===== src/rtl/valrdy_queue.sv =====
// Parametrised val/rdy FIFO queue built from DEPTH enabled registers.
// Define VALRDYQUEUE_BYPASS_EN for a same-cycle empty-queue bypass path.
module valrdy_queue #(
  parameter int BITWIDTH = 32,
  parameter int DEPTH    = 4
) (
  input  logic                         CLK,
  input  logic                         RESET,
  input  logic                         recv_val,
  output logic                         recv_rdy,
  input  logic [BITWIDTH-1:0]          recv_msg,
  output logic                         send_val,
  input  logic                         send_rdy,
  output logic [BITWIDTH-1:0]          send_msg,
  output logic [$clog2(DEPTH+1)-1:0]   count
);

  localparam int CW = $clog2(DEPTH+1);
  localparam int PW = $clog2(DEPTH);
  localparam logic [CW-1:0] FULL = CW'(DEPTH);
  localparam logic [PW-1:0] LAST = PW'(DEPTH-1);

  logic [BITWIDTH-1:0] entry [DEPTH];
  logic [PW-1:0]       head;
  logic [PW-1:0]       tail;
  logic [CW-1:0]       cnt;
  logic                empty;
  logic                enq;
  logic                deq;

  // Explicit wrap so non-power-of-two depths work.
  function automatic logic [PW-1:0] nxt(input logic [PW-1:0] p);
    return (p == LAST) ? '0 : p + PW'(1);
  endfunction

  assign empty    = (cnt == '0);
  assign recv_rdy = (cnt != FULL);
  assign count    = cnt;
  assign deq      = !empty && send_rdy;

`ifdef VALRDYQUEUE_BYPASS_EN
  logic byp;
  assign byp      = empty && recv_val;
  assign send_val = !empty || byp;
  assign send_msg = byp ? recv_msg : entry[head];
  // A bypassed message that is consumed immediately is never stored.
  assign enq      = recv_val && recv_rdy && !(byp && send_rdy);
`else
  assign send_val = !empty;
  assign send_msg = entry[head];
  assign enq      = recv_val && recv_rdy;
`endif

  always_ff @(posedge CLK) begin
    if (RESET) begin
      head <= '0;
      tail <= '0;
      cnt  <= '0;
      for (int i = 0; i < DEPTH; i++)
        entry[i] <= '0;
    end else begin
      if (enq) begin
        entry[tail] <= recv_msg;
        tail        <= nxt(tail);
      end
      if (deq)
        head <= nxt(head);
      if (enq && !deq)
        cnt <= cnt + CW'(1);
      else if (deq && !enq)
        cnt <= cnt - CW'(1);
    end
  end

endmodule


===== config.mk =====
export PLATFORM = sky130hd
export DESIGN_NAME = valrdy_queue
export DESIGN_NICKNAME = d
export VERILOG_FILES = /design/src/rtl/valrdy_queue.sv
export SDC_FILE = /design/constraint.sdc
export NUM_CORES = 1
export LEC_CHECK = 0
export CAP_MARGIN = 20
export CORE_MARGIN = 1
export CORE_UTILIZATION = 29
export DETAILED_ROUTE_END_ITERATION = 10
export DONT_BUFFER_PORTS = 1
export SLEW_MARGIN = 0
export SYNTH_ARGS = -nofsm -noshare
export SYNTH_HDL_FRONTEND = slang
export SYNTH_SLANG_ARGS = --single-unit

===== constraint.sdc =====
create_clock -name CLK -period 4.9 [get_ports CLK]
set_input_delay 0.735 -clock CLK [delete_from_list [all_inputs] [get_ports CLK]]
set_output_delay 0.735 -clock CLK [all_outputs]
set_load 0.02 [all_outputs]

## Yosys cells after proc, flatten, opt, wreduce, memory -nomap -nowiden

Memory sizes are Yosys's and may differ from the RTL's. A register that Yosys moved wholly into a read port is not among the register bits.
Index checks and enable logic that the tools add are counted.

- Equality and inequality tests: 3
- Add/sub/neg operators: 4
- Muxes and demuxes: 14
- Reduce and logical (&&, ||, !) cells: 10

Operators with widths:

| operator | number |
|---|---|
| 32-bit two-way mux | 1 |
| 32-bit OR reduction | 1 |
| 2-bit two-way mux | 5 |
| 1-bit two-way mux | 6 |
| 3-bit two-way mux | 2 |
| 2-bit by 1-bit adder with 2-bit output, second input constant | 2 |
| 2-bit equality test, second input constant | 2 |
| 1-bit logical AND | 4 |
| 3-bit by 1-bit adder with 3-bit output, second input constant | 1 |
| 1-bit zero test | 3 |
| 3-bit zero test | 1 |
| 3-bit inequality test, second input constant | 1 |
| 3-bit by 1-bit subtractor with 3-bit output, second input constant | 1 |
| 2-bit nonzero test | 1 |

- Input port bits: 36
- Register bits after elaboration: 7
- Word-level logic and storage cells: 35
- Memories kept: 1
- RAM bits: 128

Memories:

| memory | depth | bits a word | rd ports | clocked after memory_dff | write ports | RTL line | source |
|---|---|---|---|---|---|---|---|
| entry | 4 | 32 | 1 | 1 | 4 | 23 | `logic [BITWIDTH-1:0] entry [DEPTH];` |

## Logic depth before layout (Yosys ltp)

- Depth after elaboration: 7
- Gate-level depth with buffers: 8

## Worst setup path after synthesis

Ideal clock, no wire load.

- Kind: input-to-reg
- From: input recv_val
- To: memory entry[1][0], enable pin
- Slack: 1.121 ns
- Buffers on the path: 0
- Data required time: 4.430 ns
- Data arrival time: 3.309 ns
- Cell stages on the path: 2
- Cell sequence: inv_2 > o31ai_1

RTL lines:

| element | RTL line | source |
|---|---|---|
| start, declared | 9 | `input logic recv_val,` |
| end, declared | 23 |  |

==> flow_metrics.tcl <==
set metrics [dict create \
    synthCells 359 \
    instances_no_fill 647 \
    cts_buffer_depth 2 \
    ys_types 32 \
    clk_pin_slew_ps 60 \
    synth-simple-area-share 0.166 \
    end_kind "output port" \
    firstDrtPassIters 4 \
    rsz0062_at_grt "false" \
    wl_met3_um 835 \
    synth_area_leaders "edfxtp_1 63%, mux4_2 12%, and2_1 12%" \
    synth-edff-count 128 \
    arrival_ps 2270 \
    cts_tree "built" \
    ant_nets 0 \
    top_layer_used "met4" \
    path_buf_inv 1 \
    fillers 1982 \
    cts_hold_buffers 0 \
    outcome "finished clean" \
    synth_xor_area_frac 0.00287 \
    critPathSlowestCell "dfxtp_2" \
    yosysSeqAreaShare 0.660 \
    fin_worst_skew_ps 7.86 \
    vdd_drop_max_uv 218 \
    worst_pin_slew_ps 987 \
    cts_buffers 17 \
    gr-total-overflow 0 \
    synthAdderAreaFrac 0.00944 \
    root_buffer "clkbuf_16" \
    finalSetupViolations 0 \
    critPathTopFamily "flip-flops" \
    p_sw_frac 0.276 \
    postSynth.asyncResetShare 0 \
    path_class "reg2out" \
    crit_chain "buf_4, mux4_2" \
    avgSynthCellArea_um2 17.0 \
    p_int_mw 2.47 \
    wirelength_met1_mm 5.30 \
    fp.coreArea_um2 20400 \
    drt-total-wl_mm 12.8 \
    syn2layout_area_growth_pct 13.8 \
    seqCellArea_um2 4030 \
    post-route-min-period_ps 3000 \
    multi_input_area_um2 1900 \
    grt_first_pass_wirelength_mm 19.9 \
    vias_per_cell 4.55 \
    slowest_delay_ps 730 \
    antenna_found_initial 0 \
    initial_core_util 0.299 \
    total_leakage_power_nw 2.44 \
    design_area_um2 6940 \
    io_pins 73 \
    hold_viol 0 \
    synth_top_area_cell "edfxtp_1" \
    dp.cells 615 \
    ff2ff_setup_slack_ps 2340 \
    slew_headroom 0.342 \
    fmax_ghz 0.333 \
    synth_flop_cell "edfxtp_1" \
    drive_gt1_frac 0.257 \
    power_per_cell_area_nw_per_um2 491 \
    die_h_um 147 \
    cts_max_level 4 \
    grt_usage 0.128 \
    synth_top_area_frac 0.630 \
    hp-class "in2reg" \
    vias 2946 \
    ys_warn_count 0 \
    synthMuxAreaShare 0.121 \
    antenna_cells 0 \
    grt_max_degree 33 \
    placement.io_buffers 0 \
    critPathLaunchType "register" \
    post_cts_resized 0 \
    synth_top_family_by_area "simple AND/OR/NAND/NOR gates" \
    crit_fanout 17 \
    slew_viol_final 0 \
    cts_setup_buffers 0 \
    rows 52 \
    wl_met2_mm 6.57 \
    syn-num-nets 399 \
    fin_crit_sh 0.613 \
    clkPwrFrac 0.373 \
    p_seq_frac 0.450 \
    combinationalPowerShare 0.177 \
    synth-seq-cells 137 \
    globalplace.congestion 0.653 \
    netlist_area_um2 6100 \
    cts_sinks 137 \
    dpl.hpwl_mm 7.82 \
    switchingPower_uw 942 \
    dieArea_um2 21600 \
    avgRoutedWirePerCell_um 19.8 \
    drc 0 \
    setup_tns_ps 0 \
    drtIter0Drc 113 \
    synth_compound_area_frac 0.00964 \
    required_ps 4160 \
    cap_violations 0 \
    nNetsFinal 405 \
    grt_pass1_vias 3206 \
    clock_latency_ps 410 \
    dpl_cell_area_um2 6330 \
    die_w_um 147 \
]
==> layer usage <==
layer | track usage | vias to the layer above
met5 | 0 | -
met4 | 0.0433 | 0
met3 | 0.0460 | 8
met2 | 0.217 | 63
met1 | 0.149 | 1530
li1 | - | 1345
==> cells by family (layout without fill, tap and decap cells) <==
family	Yosys count	count (layout)
AND/OR/NAND/NOR	148	148
flip-flops	137	137
multiplexers	34	34
buffers and inverters	24	42
AO/OA/AOI/OAI	10	10
adder cells (fa/ha/maj)	4	4
XOR/XNOR	2	2
==> through the flow <==
| stage | worst slack, ps | utilization | hold WS, ps | total power [mW] |
|---|---|---|---|---|
| after floorplan | 1120 | - | 463 | 2.05 |
| after global placement | 2290 | 0.310 | 463 | 2.15 |
| after detailed placement | 2240 | 0.310 | 481 | 2.18 |
| after CTS | 1780 | 0.338 | 372 | 3.45 |
| after global routing | 1700 | 0.340 | 368 | 3.55 |
| final | 1900 | 0.340 | 398 | 3.41 |
==> synth_stat cells (all sizes together) (3+ instances only) <==
cell / number
and2: 128
edfxtp: 128
dfxtp: 9
inv: 4
o21ai: 3
mux4: 32
a21oi: 4
buf: 17
ha: 3
clkbuf: 3
or3: 4
nor2: 4
==> worst reg2reg max path: cells and delay by family, from the launching register on <==
kind	cells	cell delay [ps]
compound gates	1	150
simple gates	3	1230
xor+xnor	1	70
buf+inv	1	70
fa+ha+maj	2	450
flops	1	510
==> cells in the final DEF, fill, tap and decap left out, types with 2 or more instances in the layout <==
master / Yosys / routed
and2_1: 115 / 115
edfxtp_1: 128 / 128
dfxtp_1: 9 / 7
mux4_2: 32 / 32
o21ai_0: 3 / 3
inv_1: 3 / 3
and2_4: 11 / 11
bufinv_16: 0 / 3
mux2i_1: 2 / 2
nand2b_1: 2 / 2
buf_4: 0 / 6
nor4_4: 2 / 2
nor2_1: 4 / 4
clkbuf_16: 0 / 17
dfxtp_2: 0 / 2
a21oi_1: 4 / 4
clkinv_2: 0 / 4
clkinvlp_4: 0 / 3
nor3_4: 2 / 2
xor2_1: 2 / 2
ha_1: 3 / 3
or2_2: 0 / 2
or3_2: 2 / 2
and2_2: 2 / 2
==> power groups by stage <==
stage	registers (mW)	logic [mW]	clock network [mW]
floorplan	1.49	0.556	0
global placement	1.56	0.598	0
detailed placement	1.57	0.615	0
CTS	1.54	0.617	1.30
global route	1.56	0.651	1.34
finish	1.53	0.604	1.27
==> registers in the layout, summed over array words and instances, names as in the netlist, named ones only <==
| name | cells |
|---|---|
| tail | 2 |
| entry | 128 |
| count | 3 |
| head | 2 |
==> layout make-up <==
class | count | area share
Clock buffer | 18 | 0.0619
Clock inverter | 13 | 0.0222
Inverter | 4 | 0.00216
Multi-Input combinational cell | 198 | 0.274
Sequential cell | 137 | 0.580
Tap cell | 270 | 0.0487
Timing Repair Buffer | 7 | 0.0105
==> worst paths after layout <==
path                                from            to  cells past startpoint
worst min-delay path               RESET      count[2]                      1
worst max-delay path            register  send_msg[11]                      2
worst min register to register   head[0]      register                      2
worst max register to register  count[2]      count[2]                      8
Power figures use the tool's default switching activity.
